$ cat config.mk
export PLATFORM = sky130hd
export DESIGN_NAME = normalize_round_pack_flat
export DESIGN_NICKNAME = d
export VERILOG_FILES = /design/src/rtl/normalize_round_pack_if.sv /design/src/rtl/normalize_round_pack.sv /design/src/flat_wrapper.sv
export SDC_FILE = /design/constraint.sdc
export NUM_CORES = 1
export LEC_CHECK = 0
export BUFFER_PORTS_ARGS = -buffer_cell sky130_fd_sc_hd__buf_4
export CORE_MARGIN = 8
export CORE_UTILIZATION = 57
export DETAILED_ROUTE_END_ITERATION = 8
export PLACE_DENSITY = 0.81
export SLEW_MARGIN = 10
export SYNTH_ARGS = -nofsm -noshare
export SYNTH_HDL_FRONTEND = slang
export SYNTH_SLANG_ARGS = --single-unit
$ cat constraint.sdc
create_clock -name clk -period 3.2 [get_ports clk]
set_input_delay 0.64 -clock clk [delete_from_list [all_inputs] [get_ports clk]]
set_output_delay 0.64 -clock clk [all_outputs]
set_load 0.05 [all_outputs]
$ cat src/rtl/normalize_round_pack_if.sv
// Handshake bundle between the mantissa add/sub stage, the normalize/round/pack
// back end, and the result consumer.
interface normalize_round_pack_if #(
  parameter int EXP_W  = 8,
  parameter int FRAC_W = 23
);
  localparam int MANT_W = FRAC_W + 5;
  localparam int RES_W  = 1 + EXP_W + FRAC_W;

  logic              in_valid;
  logic              in_ready;
  logic [MANT_W-1:0] mantisa_raw;
  logic              sign_result;
  logic [EXP_W-1:0]  exp_in;
  logic              out_valid;
  logic              out_ready;
  logic [RES_W-1:0]  result;
  logic              overflow;
  logic              underflow;

  modport master (
    output in_valid, mantisa_raw, sign_result, exp_in, out_ready,
    input  in_ready, out_valid, result, overflow, underflow
  );

  modport slave (
    input  in_valid, mantisa_raw, sign_result, exp_in, out_ready,
    output in_ready, out_valid, result, overflow, underflow
  );
endinterface

$ cat src/rtl/normalize_round_pack.sv
// FPU add/sub back end: iterative left-normalize, round-to-nearest-even and
// IEEE-754 pack, one operation in flight, valid/ready on both sides.
module normalize_round_pack #(
  parameter int EXP_W  = 8,
  parameter int FRAC_W = 23
) (
  input logic                    clk,
  input logic                    rst,
  normalize_round_pack_if.slave  bus
);
  localparam int MANT_W = FRAC_W + 5;
  localparam int RES_W  = 1 + EXP_W + FRAC_W;
  localparam logic [EXP_W:0] EXP_ONE = 1;
  localparam logic [EXP_W:0] EXP_TWO = 2;
  localparam logic [EXP_W:0] EXP_MAX = {1'b0, {EXP_W{1'b1}}};

  typedef enum logic [2:0] {IDLE, CHECK, NORM, ROUND, DONE} state_t;

  state_t            state, state_n;
  logic [MANT_W-1:0] m, m_n;
  logic [EXP_W:0]    e, e_n;
  logic              s, s_n;
  logic [RES_W-1:0]  result_q, result_n;
  logic              ovf_q, ovf_n;
  logic              unf_q, unf_n;
  logic              out_valid_q, out_valid_n;

  // Rounding datapath, only meaningful in ROUND
  logic              inc;
  logic [FRAC_W+1:0] sig;
  logic [FRAC_W:0]   sig_n;
  logic [EXP_W:0]    e_r;

  assign bus.in_ready  = (state == IDLE);
  assign bus.out_valid = out_valid_q;
  assign bus.result    = result_q;
  assign bus.overflow  = ovf_q;
  assign bus.underflow = unf_q;

  always_comb begin
    inc   = m[2] & (m[1] | m[0] | m[3]);
    sig   = {1'b0, m[FRAC_W+3:3]} + {{(FRAC_W+1){1'b0}}, inc};
    sig_n = sig[FRAC_W+1] ? sig[FRAC_W+1:1] : sig[FRAC_W:0];
    e_r   = sig[FRAC_W+1] ? e + EXP_ONE : e;
  end

  always_ff @(posedge clk or posedge rst) begin
    if (rst) begin
      state       <= IDLE;
      m           <= '0;
      e           <= '0;
      s           <= 1'b0;
      result_q    <= '0;
      ovf_q       <= 1'b0;
      unf_q       <= 1'b0;
      out_valid_q <= 1'b0;
    end else begin
      state       <= state_n;
      m           <= m_n;
      e           <= e_n;
      s           <= s_n;
      result_q    <= result_n;
      ovf_q       <= ovf_n;
      unf_q       <= unf_n;
      out_valid_q <= out_valid_n;
    end
  end

  always_comb begin
    state_n     = state;
    m_n         = m;
    e_n         = e;
    s_n         = s;
    result_n    = result_q;
    ovf_n       = ovf_q;
    unf_n       = unf_q;
    out_valid_n = out_valid_q;

    unique case (state)
      IDLE: begin
        if (bus.in_valid) begin
          m_n     = bus.mantisa_raw;
          e_n     = (bus.exp_in == '0) ? EXP_ONE : {1'b0, bus.exp_in};
          s_n     = bus.sign_result;
          ovf_n   = 1'b0;
          unf_n   = 1'b0;
          state_n = CHECK;
        end
      end
      CHECK: begin
        if (m == '0) begin
          result_n = '0;
          state_n  = DONE;
        end else if (m[MANT_W-1]) begin
          m_n     = {1'b0, m[MANT_W-1:2], m[1] | m[0]};
          e_n     = e + EXP_ONE;
          state_n = ROUND;
        end else if (m[MANT_W-2] || e == EXP_ONE) begin
          // At the minimum exponent the value is already in subnormal form
          state_n = ROUND;
        end else begin
          state_n = NORM;
        end
      end
      NORM: begin
        m_n = m << 1;
        e_n = e - EXP_ONE;
        if (m[MANT_W-3] || e == EXP_TWO)
          state_n = ROUND;
      end
      ROUND: begin
        if (e_r >= EXP_MAX) begin
          result_n = {s, {EXP_W{1'b1}}, {FRAC_W{1'b0}}};
          ovf_n    = 1'b1;
        end else if (!sig_n[FRAC_W]) begin
          result_n = {s, {EXP_W{1'b0}}, sig_n[FRAC_W-1:0]};
          unf_n    = 1'b1;
        end else begin
          result_n = {s, e_r[EXP_W-1:0], sig_n[FRAC_W-1:0]};
        end
        state_n = DONE;
      end
      DONE: begin
        out_valid_n = 1'b1;
        if (out_valid_q && bus.out_ready) begin
          out_valid_n = 1'b0;
          state_n     = IDLE;
        end
      end
      default: state_n = IDLE;
    endcase
  end
endmodule
$ cat src/flat_wrapper.sv
// flat-port wrapper written by rule: the top's interface ports become plain ports
module normalize_round_pack_flat 
#(
  parameter int EXP_W  = 8,
  parameter int FRAC_W = 23
)
  (clk, rst, bus_in_valid, bus_mantisa_raw, bus_sign_result, bus_exp_in, bus_out_ready, bus_in_ready, bus_out_valid, bus_result, bus_overflow, bus_underflow);
  normalize_round_pack_if #(.EXP_W(EXP_W), .FRAC_W(FRAC_W)) bus_i ();
  input logic clk;
  input logic rst;
  input wire logic [$bits(bus_i.in_valid)-1:0] bus_in_valid;
  input wire logic [$bits(bus_i.mantisa_raw)-1:0] bus_mantisa_raw;
  input wire logic [$bits(bus_i.sign_result)-1:0] bus_sign_result;
  input wire logic [$bits(bus_i.exp_in)-1:0] bus_exp_in;
  input wire logic [$bits(bus_i.out_ready)-1:0] bus_out_ready;
  output wire logic [$bits(bus_i.in_ready)-1:0] bus_in_ready;
  output wire logic [$bits(bus_i.out_valid)-1:0] bus_out_valid;
  output wire logic [$bits(bus_i.result)-1:0] bus_result;
  output wire logic [$bits(bus_i.overflow)-1:0] bus_overflow;
  output wire logic [$bits(bus_i.underflow)-1:0] bus_underflow;
  assign bus_i.in_valid = bus_in_valid;
  assign bus_i.mantisa_raw = bus_mantisa_raw;
  assign bus_i.sign_result = bus_sign_result;
  assign bus_i.exp_in = bus_exp_in;
  assign bus_i.out_ready = bus_out_ready;
  assign bus_in_ready = bus_i.in_ready;
  assign bus_out_valid = bus_i.out_valid;
  assign bus_result = bus_i.result;
  assign bus_overflow = bus_i.overflow;
  assign bus_underflow = bus_i.underflow;
  normalize_round_pack #(.EXP_W(EXP_W), .FRAC_W(FRAC_W)) u_core (.clk(clk), .rst(rst), .bus(bus_i));
endmodule
==> reports/qor.yml <==
via_per_inst: 6.32
antenna_cells: 0
p_leak_nw: 2.29
slew-limit-headroom: 0.474
holdBufCountCts: 0
grt_pass1_wl_um: 20700
cpMaxStageDelayCell: "or4_4"
fin_crit_sh: 0.837
swShare: 0.522
min_period_ns: 2.68
port_buffers: 76
die-area_mm2: 0.0110
clock_skew_ns: 0.0107
routedWlPerCell_um: 18.2
pwr-share-comb: 0.547
fin_setup_tns_ns: 0
ys_types: 61
power.internal_mw: 3.08
wl_met2_um: 5490
cts_tree: "done"
ys_seq_area_frac: 0.421
power_density_mw_per_mm2: 1210
critPathKind: "reg -> reg"
clkPwrFrac: 0.115
core_mm2: 0.00769
synth_edf_count: 0
r2r_slack_ns: 0.52
routed_wl_um: 12300
clk_latency_ns: 0.36
pin_count: 77
synth_cells: 526
place_hpwl_um: 9050
cp-end-kind: "register"
slew_violations: 0
initial_core_util: 0.588
worst_pin_slew_ns: 0.788
worstSetupStartpointType: "register"
root_buffer: "clkbuf_8"
num-fill-cells: 645
highest_layer: "met4"
globalRouteOverflowTotal: 0
hold_ws_ns: 0.434
wl_met1_um: 5610
rows: 32
syn_area_per_cell_um2: 8.59
synth_flop_cell: "dfrtp_1"
async_flop_share: 1.00
hold_violations: 0
max_cap_viol_count: 0
cts_setup_buffers: 0
drive_above_1_share: 0.215
area_growth_pct: 17.7
syn_area_mm2: 0.00452
nets: 617
clkTransAtPathRegs_ns: 0.08
hp-class: "in -> async"
grt_pass1_vias: 3981
wl_met3_um: 1080
drc: 0
cts_made_buffers: 9
max-clock-path-buffers: 2
cp_max_fo: 8
htree_levels: 3
grt_usage: 0.225
synth_seq_cells: 76
antenna_found_initial: 0
grt_max_degree: 53
outcome: "completed"
critPathMaxStageDelay_ns: 0.62
cp.required_ns: 3.49
ys_warn_count: 0
first_pass_iters: 5
worstPathCellList: "and2_1, ha_1, nand4_4, or4_4, or3_1, o21ai_2, a32o_1"
num_vias: 4287
power.switching_mw: 3.37
drt_iter0_drc: 338
die_w_um: 105
cts_resized: 0
rsz0062_at_grt: "no"
max_freq_mhz: 373
clkSinkCount: 76
cp.arrival_ns: 2.97
synth_nets: 572
place.gp.congestion: 0.910
power_frac_seq: 0.337
ant_nets: 0
finalSetupViolCount: 0
ir_worst_vdd_mv: 0.593
die_h_um: 105
## critical path, delay by kind of cell (launching register included)
family,cells,cell delay (ns)
DFF,1,0.48
and+or+nand+nor,4,1.46
adders and majority gates,1,0.27
AOI/OAI and AO/OA,2,0.41
## per-stage QoR
stage | util | instance area, um^2 | instances | power [mW] | setup slack (ns)
after floorplan | - | 4520 | 526 | 4.69 | 0.622
after global placement | 0.666 | 5120 | 662 | 5.56 | 0.660
after detailed placement | 0.666 | 5120 | 662 | 5.68 | 0.539
after CTS | 0.692 | 5320 | 678 | 6.42 | 0.518
after global routing | 0.692 | 5320 | 678 | 6.88 | 0.436
final | 0.692 | 5320 | 678 | 6.45 | 0.522
## sequential cells by signal, indices dropped and copies added (netlist names)
signal / flops
u_core.bus.overflow: 1
u_core.bus.result: 32
u_core.e: 9
u_core.bus.underflow: 1
u_core.bus.out_valid: 1
u_core.m: 28
u_core.state: 3
u_core.s: 1
## synthesized netlist by cell type, types with 5 or more instances
master	count	area [um^2]
nand2_1	76	285
nand4_1	8	50.1
xor2_1	10	87.6
nor3_1	14	70.1
nor2_1	39	146
and3_1	6	37.5
o211ai_1	8	60.1
nor4_1	12	75.1
o21ai_0	32	160
a22o_1	13	114
buf_2	11	55.1
a22oi_1	25	188
xnor2_1	13	114
dfrtp_1	76	1900
inv_1	12	45.0
a21oi_1	12	60.1
clkbuf_1	39	146
ha_1	5	62.6
a31oi_1	26	163
nand3_1	20	100
## layout make-up
type	count	area [um^2]	share of cell area
Clock buffer	10	138	0.0259
Multi-Input combinational cell	386	2390	0.449
Sequential cell	76	1900	0.357
Tap cell	102	128	0.0240
Inverter	12	45.0	0.00846
Timing Repair Buffer	86	658	0.124
Clock inverter	6	63.8	0.0120
## cells in the final DEF, fill, tap and decap left out, types with 3 or more instances in the layout
cell	netlist	layout
a21o_1	3	3
clkbuf_8	0	10
a22oi_1	25	25
a311oi_1	3	3
xnor2_1	13	13
inv_1	12	11
a22o_1	13	13
nand3_1	20	20
a31oi_1	26	26
a211oi_1	3	3
o21ai_0	32	32
dfrtp_1	76	76
nor2_1	39	38
and4_1	4	4
and3_1	6	6
ha_1	5	5
nand2_1	76	76
mux2_2	3	3
nor3_1	14	14
a21oi_1	12	11
a32o_1	4	4
xor2_1	10	10
mux2i_1	3	3
o2111ai_1	3	3
buf_4	0	85
nand4_1	8	8
o211ai_1	8	8
nor4_1	12	12
## cell families (layout without fill, tap and decap cells)
kind of cell	Yosys count	in the layout	synth area share
fa+ha+maj	6	6	0.0161
simple gates	198	198	0.214
buf+inv	64	114	0.0565
mux	6	6	0.0141
flops	76	76	0.421
xor+xnor	23	23	0.0446
compound gates	153	153	0.234
## power by group through the flow
stage	logic, mW	registers [mW]	clock network [mW]
6_report	3.53	2.17	0.744
5_1_grt	3.83	2.25	0.797
4_1_cts	3.52	2.15	0.756
3_5_place_dp	3.51	2.17	0
3_3_place_gp	3.43	2.14	0
2_1_floorplan	2.31	2.38	0
## layer usage
layer  vias up  GRT usage
met5         -          0
met4         0     0.0673
met3        14     0.0528
met2       208      0.327
met1      2044      0.324
li1       2021          -
## path summary, 6_finish.rpt
kind                       cells after the start                              start                                end
hold reg to reg                                2  u_core.bus.result[19]$_DFFE_PP0P_  u_core.bus.result[19]$_DFFE_PP0P_
max in group asynchronous                      3                                rst            u_core.e[1]$_DFFE_PP0P_
min in group clk                               2  u_core.bus.result[19]$_DFFE_PP0P_  u_core.bus.result[19]$_DFFE_PP0P_
hold / removal                                 2                                rst   u_core.bus.result[8]$_DFFE_PP0P_
setup reg to reg                               7            u_core.m[3]$_DFFE_PP0P_  u_core.bus.result[22]$_DFFE_PP0P_
setup / recovery                               7            u_core.m[3]$_DFFE_PP0P_  u_core.bus.result[22]$_DFFE_PP0P_
(Power assumes the default switching activity.)
